==> config.mk <==
export PLATFORM = sky130hd
export DESIGN_NAME = fp_to_int_seq_flat
export DESIGN_NICKNAME = d
export VERILOG_FILES = /design/src/rtl/fp_to_int_seq_if.sv /design/src/rtl/fp_to_int_seq.sv /design/src/flat_wrapper.sv
export SDC_FILE = /design/constraint.sdc
export NUM_CORES = 1
export LEC_CHECK = 0
export CORE_MARGIN = 4
export CORE_UTILIZATION = 60
export DETAILED_ROUTE_END_ITERATION = 8
export HOLD_SLACK_MARGIN = 0.15
export PLACE_DENSITY = 0.94
export SLEW_MARGIN = 20
export SYNTH_ARGS = -nofsm -noshare
export SYNTH_HDL_FRONTEND = slang
export SYNTH_SLANG_ARGS = --single-unit
==> constraint.sdc <==
create_clock -name clk -period 11.25 [get_ports clk]
set_input_delay 2.25 -clock clk [delete_from_list [all_inputs] [get_ports clk]]
set_output_delay 2.25 -clock clk [all_outputs]
set_load 0.01 [all_outputs]
==> src/rtl/fp_to_int_seq_if.sv <==
// Operand/result channel of fp_to_int_seq.
//
// Handshake: each direction uses valid/ready. A transfer happens on a
// rising clk edge where valid and ready are both 1. The producer holds its
// payload stable while valid=1 and ready=0. On the input side the block
// raises in_ready only when it is idle. On the output side it holds
// out_valid, intgr and ovf stable until the consumer raises out_ready.
interface fp_to_int_seq_if;
    logic [31:0] fp;
    logic        in_valid;
    logic        in_ready;
    logic [31:0] intgr;
    logic        out_valid;
    logic        out_ready;
    logic        ovf;

    // Producer of operands and consumer of results.
    modport master (
        output fp, in_valid, out_ready,
        input  in_ready, intgr, out_valid, ovf
    );

    // The converter itself.
    modport slave (
        input  fp, in_valid, out_ready,
        output in_ready, intgr, out_valid, ovf
    );
endinterface

==> src/rtl/fp_to_int_seq.sv <==
// Sequential IEEE-754 single-precision to signed 32-bit integer converter.
// The mantissa is moved one bit per cycle, and right shifts truncate toward
// zero. Only one operation is in flight at a time.
// Build option: define FP_TO_INT_SATURATE_EN to saturate out-of-range
// results (NaN gives 0). Without it, every invalid or overflow case gives
// 0x80000000. ovf is set in all of these cases.
module fp_to_int_seq (
    input  logic                  clk,
    input  logic                  rst,
    fp_to_int_seq_if.slave        bus,
    output logic [2:0]            dbg_state
);
    typedef enum logic [2:0] {
        IDLE   = 3'd0,
        DECODE = 3'd1,
        SHIFT  = 3'd2,
        NEG    = 3'd3,
        DONE   = 3'd4
    } state_t;

    state_t      state;
    logic [31:0] fp_q;
    logic [31:0] acc;
    logic [4:0]  n;
    logic        shl;

    // Fields of the latched operand.
    logic        sgn;
    logic [7:0]  expo;
    logic [22:0] frac;
    logic        is_small;
    logic        is_ovf;
    logic [31:0] ovf_value;
    logic [4:0]  n_left;
    logic [4:0]  n_right;

    assign sgn  = fp_q[31];
    assign expo = fp_q[30:23];
    assign frac = fp_q[22:0];

    assign dbg_state = state;

    // A biased exponent of 150 means unbiased e=23. At that value the
    // mantissa already sits at the integer point.
    assign n_left  = 5'(expo - 8'd150);
    assign n_right = 5'(8'd150 - expo);

    // Classify the operand. Values below 1.0, including zero and
    // denormals, truncate to 0. For e=31, only -2^31 fits.
    always_comb begin
        is_small = (expo < 8'd127);
        is_ovf   = (expo == 8'd255) || (expo > 8'd158) ||
                   ((expo == 8'd158) && (fp_q != 32'hCF00_0000));
`ifdef FP_TO_INT_SATURATE_EN
        if ((expo == 8'd255) && (frac != 23'd0))
            ovf_value = 32'h0000_0000;
        else if (sgn)
            ovf_value = 32'h8000_0000;
        else
            ovf_value = 32'h7FFF_FFFF;
`else
        ovf_value = 32'h8000_0000;
`endif
    end

    // Control FSM and datapath. All outputs are registered.
    always_ff @(posedge clk or posedge rst) begin
        if (rst) begin
            state         <= IDLE;
            fp_q          <= 32'd0;
            acc           <= 32'd0;
            n             <= 5'd0;
            shl           <= 1'b0;
            bus.in_ready  <= 1'b1;
            bus.out_valid <= 1'b0;
            bus.intgr     <= 32'd0;
            bus.ovf       <= 1'b0;
        end else begin
            case (state)
                IDLE: begin
                    if (bus.in_valid) begin
                        fp_q         <= bus.fp;
                        bus.in_ready <= 1'b0;
                        state        <= DECODE;
                    end
                end
                DECODE: begin
                    if (is_small) begin
                        bus.intgr     <= 32'd0;
                        bus.ovf       <= 1'b0;
                        bus.out_valid <= 1'b1;
                        state         <= DONE;
                    end else if (is_ovf) begin
                        bus.intgr     <= ovf_value;
                        bus.ovf       <= 1'b1;
                        bus.out_valid <= 1'b1;
                        state         <= DONE;
                    end else begin
                        acc <= {8'b0, 1'b1, frac};
                        if (expo > 8'd150) begin
                            shl   <= 1'b1;
                            n     <= n_left;
                            state <= SHIFT;
                        end else if (expo < 8'd150) begin
                            shl   <= 1'b0;
                            n     <= n_right;
                            state <= SHIFT;
                        end else begin
                            n     <= 5'd0;
                            state <= NEG;
                        end
                    end
                end
                SHIFT: begin
                    acc <= shl ? (acc << 1) : (acc >> 1);
                    n   <= n - 5'd1;
                    if (n == 5'd1)
                        state <= NEG;
                end
                NEG: begin
                    bus.intgr     <= sgn ? (~acc + 32'd1) : acc;
                    bus.ovf       <= 1'b0;
                    bus.out_valid <= 1'b1;
                    state         <= DONE;
                end
                DONE: begin
                    if (bus.out_ready) begin
                        bus.out_valid <= 1'b0;
                        bus.intgr     <= 32'd0;
                        bus.ovf       <= 1'b0;
                        bus.in_ready  <= 1'b1;
                        acc           <= 32'd0;
                        state         <= IDLE;
                    end
                end
                default: begin
                    bus.in_ready  <= 1'b1;
                    bus.out_valid <= 1'b0;
                    bus.intgr     <= 32'd0;
                    bus.ovf       <= 1'b0;
                    state         <= IDLE;
                end
            endcase
        end
    end
endmodule

==> src/flat_wrapper.sv <==
// flat-port wrapper written by rule: the top's interface ports become plain ports
module fp_to_int_seq_flat 
  (clk, rst, dbg_state, bus_fp, bus_in_valid, bus_out_ready, bus_in_ready, bus_intgr, bus_out_valid, bus_ovf);
  fp_to_int_seq_if bus_i ();
  input  logic clk;
  input  logic rst;
  output logic [2:0] dbg_state;
  input wire logic [$bits(bus_i.fp)-1:0] bus_fp;
  input wire logic [$bits(bus_i.in_valid)-1:0] bus_in_valid;
  input wire logic [$bits(bus_i.out_ready)-1:0] bus_out_ready;
  output wire logic [$bits(bus_i.in_ready)-1:0] bus_in_ready;
  output wire logic [$bits(bus_i.intgr)-1:0] bus_intgr;
  output wire logic [$bits(bus_i.out_valid)-1:0] bus_out_valid;
  output wire logic [$bits(bus_i.ovf)-1:0] bus_ovf;
  assign bus_i.fp = bus_fp;
  assign bus_i.in_valid = bus_in_valid;
  assign bus_i.out_ready = bus_out_ready;
  assign bus_in_ready = bus_i.in_ready;
  assign bus_intgr = bus_i.intgr;
  assign bus_out_valid = bus_i.out_valid;
  assign bus_ovf = bus_i.ovf;
  fp_to_int_seq u_core (.clk(clk), .rst(rst), .bus(bus_i), .dbg_state(dbg_state));
endmodule
; ---- Word-level counts from Yosys, hierarchy flattened
; Index checks and enable logic that the tools add are counted.
[totals]
memories = 0
regBits = 108
latch_bits = 0
word_cells = 85
output_inout_bits = 38
inputBits = 36
romBits = 0
mem_bits_rw = 0
[op_classes]
n_shift = 0
n_reduce_logical = 16
magnitude_cmp = 4
eq_ne = 14
mul = 0
n_div = 0
n_addsub = 4
bitwise = 5
mux = 33
[ops]
columns = cell, count
row1 = 32-bit 2-to-1 mux, 7
row2 = 32-bit case mux with 4 select lines, 1
row3 = 32-bit case mux with 3 select lines, 1
row4 = "32-bit by 1-bit adder with 32-bit output, second input constant", 1
row5 = "32-bit inequality test, second input constant", 1
row6 = 32-bit NOT, 1
row7 = 5-bit 2-to-1 mux, 4
row8 = 3-bit 2-to-1 mux, 6
row9 = "8-bit == test, second input constant", 2
row10 = "8-bit greater-than comparator, second input constant", 2
row11 = 3-bit case mux with 5 select lines, 1
row12 = 3-bit AND reduction, 4
row13 = 5-bit case mux with 2 select lines, 1
row14 = 1-bit 2-to-1 mux, 9
row15 = "8-bit by 7-bit < comparator with 1-bit output, second input constant", 1
row16 = "8-bit < comparator, second input constant", 1
row17 = "2-bit inequality test, second input constant", 4
row18 = 4-bit AND reduction, 2
row19 = "3-bit by 2-bit == test with 1-bit output, second input constant", 2
row20 = 1-bit case mux with 3 select lines, 2
row21 = "5-bit by 1-bit == test with 1-bit output, second input constant", 1
row22 = "5-bit by 1-bit subtractor with 5-bit output, second input constant", 1
row23 = "5-bit subtractor, first input constant", 1
row24 = "5-bit subtractor, second input constant", 1
row25 = 14 further kinds, 19

; ---- Longest topological paths before layout
[depth]
word_depth = 6
ltp_mapped = 9
depth_no_buf = 7

; ---- Worst setup path before layout
; No wires, ideal clock.
[synth_path]
kind = input-to-reg
startpoint = input port bus_in_valid
endpoint = register u_core.fp_q[10]
required_time_ns = 11.125
cell_stages = 3
path_buffers = 1
setup_time_ns = 0.125
slack_ns = 7.289
arrival_ns = 3.836
cell_sequence = nor4b_1 clkbuf_1 mux2_2
[synth_via]
elab_chain_len = 1
[synth_lines]
columns = item, line
row1 = "start, declared", flat_wrapper.sv:9  ; input wire logic [$bits(bus_i.in_valid)-1:0] bus_in_valid;
row2 = 2-bit AND reduction (no source line), --
row3 = "end signal, assigned", fp_to_int_seq.sv:82  ; fp_q <= bus.fp;
row4 = "end, declared", fp_to_int_seq.sv:22  ; logic [31:0] fp_q;
; Every way passes these cells.
; A chain may end at the register's enable or synchronous reset.

; ---- Worst setup path in the final report
[layout_path]
startpoint = register u_core.state[1] (netlist: u_core.dbg_state[1])
endpoint = output port dbg_state[1]
[layout_lines]
columns = item, line
row1 = "start, declared", fp_to_int_seq.sv:21  ; state_t state;
row2 = "start signal, assigned", fp_to_int_seq.sv:69  ; state <= IDLE;
row3 = "start signal, assigned", fp_to_int_seq.sv:84  ; state <= DECODE;
row4 = "start signal, assigned", fp_to_int_seq.sv:92  ; state <= DONE;
row5 = "end, declared", flat_wrapper.sv:7  ; output logic [2:0] dbg_state;
; No word-level cell between the ends.

==> impl_metrics.json <==
{
  "status": "finished, final reports clean",
  "path_buf_inv": 1,
  "die_height_um": 108.0,
  "drt-total-wl_um": 13540,
  "crit_chain": "clkdlybuf4s50_1",
  "rows": 36,
  "clkTransAtPathRegs_ns": 0.11,
  "syn_area_sq_mm": 0.006001,
  "endpoint_kind": "output port",
  "slowest_delay_ns": 0.62,
  "ys_types": 62,
  "fin_skew_ns": 0.01599,
  "pwr_density_cell_mw_per_mm2": 295.9,
  "ir_worst_vdd_mv": 0.1477,
  "drive_gt1_share_pct": 14.36,
  "syn-mean-instance-area_sq_um": 10.99,
  "io_buffer_count": 73,
  "async_reset_ff_share_pct": 100.0,
  "yosysTopAreaCellShare_pct": 44.62,
  "ant_nets": 0,
  "place.gp.congestion": 0.8975,
  "clkLatencyLatePin_ns": 0.38,
  "cts_hold_buffers": 0,
  "cts_buffers": 9,
  "antenna_found_initial": 0,
  "rsz0062_at_grt": "false",
  "r2r_end": "u_core.bus.out_valid",
  "hold_path.class": "register to register",
  "maxCapViolCount": 0,
  "synth-edff-count": 0,
  "grt_max_degree": 79,
  "crit_family": "buffers and inverters",
  "core_region_area_sq_mm": 0.009774,
  "ys_warn_count": 0,
  "dr.pass1.iters": 5,
  "place_inst": 716,
  "via_count": 4588,
  "syn_to_final_growth_pct": 15.64,
  "cts_tree": "built",
  "worst_setup_path_start_kind": "register",
  "finalHoldViolations": 0,
  "min-delay-start": "u_core.bus.intgr[7]",
  "start_util_pct": 61.39,
  "p_leak_nw": 2.882,
  "drc": 0,
  "ctsResizeCount": 0,
  "grt_pass1_wl_um": 22430,
  "ys_top_cells_by_area": "dfrtp_1, mux2_2, mux2i_1",
  "setup_slack_ns": 7.405,
  "max_slew_margin_pct": 37.00,
  "num_antenna_cells": 0,
  "arrival_ns": 1.60,
  "synth-seq-cells": 108,
  "cts.htree.levels": 3,
  "regToRegStartpoint": "u_core.fp_q[30]",
  "synthesis.nets": 589,
  "finalCriticalPeriod_ns": 3.845,
  "synthCells": 546,
  "fmax_ghz": 0.2601,
  "viasPerCell": 6.268,
  "wl_per_cell_um": 18.50,
  "place_hpwl_um": 9755,
  "grt_pass1_vias": 4518,
  "cp_data_required_time_ns": 9.00,
  "ys.flop_type": "dfrtp_1",
  "synth.largest_area_cell": "dfrtp_1",
  "place_ws_ns": 7.280,
  "worstMarginPinSlew_ns": 0.9450,
  "cp_max_fo": 14,
  "io_pins": 74,
  "hold_path_depth": 1,
  "crit_type": "register to output port",
  "cts_root_buffer": "clkbuf_8",
  "finalNonFillerCells": 732,
  "fin_crit_sh_pct": 34.18,
  "regToRegSetupSlack_ns": 8.17,
  "setup_viol": 0,
  "cts_setup_buffers": 0,
  "ys_seq_area_share_pct": 45.06,
  "whs_ns": 0.5090,
  "die_w_um": 108.0,
  "rr_worst_depth": 5,
  "drt_iter0_drc": 312,
  "grt-ovfl-total": 0,
  "hold-path-endpoint": "u_core.bus.intgr[7]",
  "cp_slowest_cell": "clkdlybuf4s50_1",
  "slew_violations": 0,
  "grt_use_total_pct": 23.93,
  "clock_path_buffers": 2,
  "nets": 637,
  "tns_ns": 0,
  "cts.sinks": 108,
  "dieArea_sq_mm": 0.01167
}
==> through the flow <==
stage	utilization, %	instance area [sq um]	power, mW
floorplan	-	6001	1.527
global placement	69.09	6753	1.763
detailed placement	69.09	6753	1.822
CTS	70.97	6937	2.047
global route	70.99	6939	2.194
finish	70.99	6939	2.053
==> area by class of cell <==
cell class / count / area (sq um)
Clock buffer: 9 / 123.9
Clock inverter: 7 / 60.06
Multi-Input combinational cell: 385 / 3069
Timing Repair Buffer: 78 / 768.2
Sequential cell: 108 / 2704
Tap cell: 133 / 166.4
Fill cell: 692 / 2835
Inverter: 12 / 47.55
==> layout by cell type, fill, tap and decap left out, drive strengths merged, types with 5 or more instances in the layout <==
master and instances:
xor2 11, nand2 40, o41ai 9, o2bb2ai 18, nand2b 8, nor2 8
xnor2 20, nand3 13, or3 9, inv 14, o21ai 35, nor4 5
or4 10, a22o 22, clkinv 5, clkdlybuf4s50 73, o31ai 12, mux2 56
clkbuf 9, mux2i 36, ha 7, dfrtp 107, a21oi 8, nor3 7
buf 5, o211ai 7
==> report_power, final <==
part	internal, mW	total (mW)	switching, mW
clock	0.0841	0.222	0.138
combinational	0.532	1.05	0.515
sequential	0.555	0.784	0.230
==> state kept, by name, indices dropped and copies added, names as in the netlist <==
signal,flops
u_core.acc,32
u_core.bus.intgr,32
u_core.fp_q,32
u_core.n,5
u_core.dbg_state,3
u_core.bus.in_ready,1
u_core.bus.out_valid,1
u_core.bus.ovf,1
u_core.shl,1
==> worst max path at each step <==
stage	startpoint	endpoint	slack, ns	cells past startpoint
final	u_core.dbg_state[1]	dbg_state[1]	7.40	1
after global routing	u_core.dbg_state[1]	dbg_state[1]	7.33	1
after CTS	u_core.dbg_state[1]	dbg_state[1]	7.42	1
after detailed placement	rst	u_core.fp_q[25]	7.28	3
after global placement	rst	u_core.fp_q[25]	7.35	3
after floorplan	rst	u_core.acc[0]	6.16	1
==> Yosys cell counts, types with 3 or more instances <==
| cell | n |
|---|---|
| o2bb2ai_1 | 18 |
| o31ai_1 | 11 |
| ha_1 | 7 |
| nor3_1 | 7 |
| clkbuf_1 | 28 |
| mux2_2 | 50 |
| buf_1 | 4 |
| inv_1 | 12 |
| nand4b_1 | 3 |
| nand3_1 | 12 |
| mux2i_1 | 36 |
| nand2_1 | 40 |
| or4_1 | 7 |
| xnor2_1 | 20 |
| o41ai_2 | 3 |
| mux2_1 | 6 |
| nand2b_1 | 8 |
| xor2_1 | 11 |
| o211ai_1 | 7 |
| or3_1 | 9 |
| a21oi_1 | 8 |
| o41ai_1 | 5 |
| a22oi_1 | 3 |
| dfrtp_1 | 107 |
| buf_2 | 5 |
| a22o_1 | 22 |
| o21ai_0 | 34 |
| nor4b_1 | 3 |
| nor3b_1 | 3 |
| nor2_1 | 8 |
| or4_4 | 3 |
| nor4_1 | 5 |
==> logic make-up (layout without fill, tap and decap cells) <==
| kind of cell | Yosys count | in the layout | synth area share [%] |
|---|---|---|---|
| compound gates | 134 | 134 | 17.16 |
| simple gates | 121 | 121 | 11.24 |
| flops | 108 | 108 | 45.06 |
| mux | 92 | 92 | 16.51 |
| buf+inv | 53 | 106 | 4.045 |
| xor+xnor | 31 | 31 | 4.525 |
| fa+ha+maj | 7 | 7 | 1.459 |
==> routing by layer <==
metal	vias to the layer above	global-route usage, %	wire (um)
li1	2126	-	-
met5	-	0	0
met2	165	37.52	6332
met3	29	4.776	798
met4	0	7.033	292
met1	2268	34.05	6118
(Power assumes the default switching activity.)
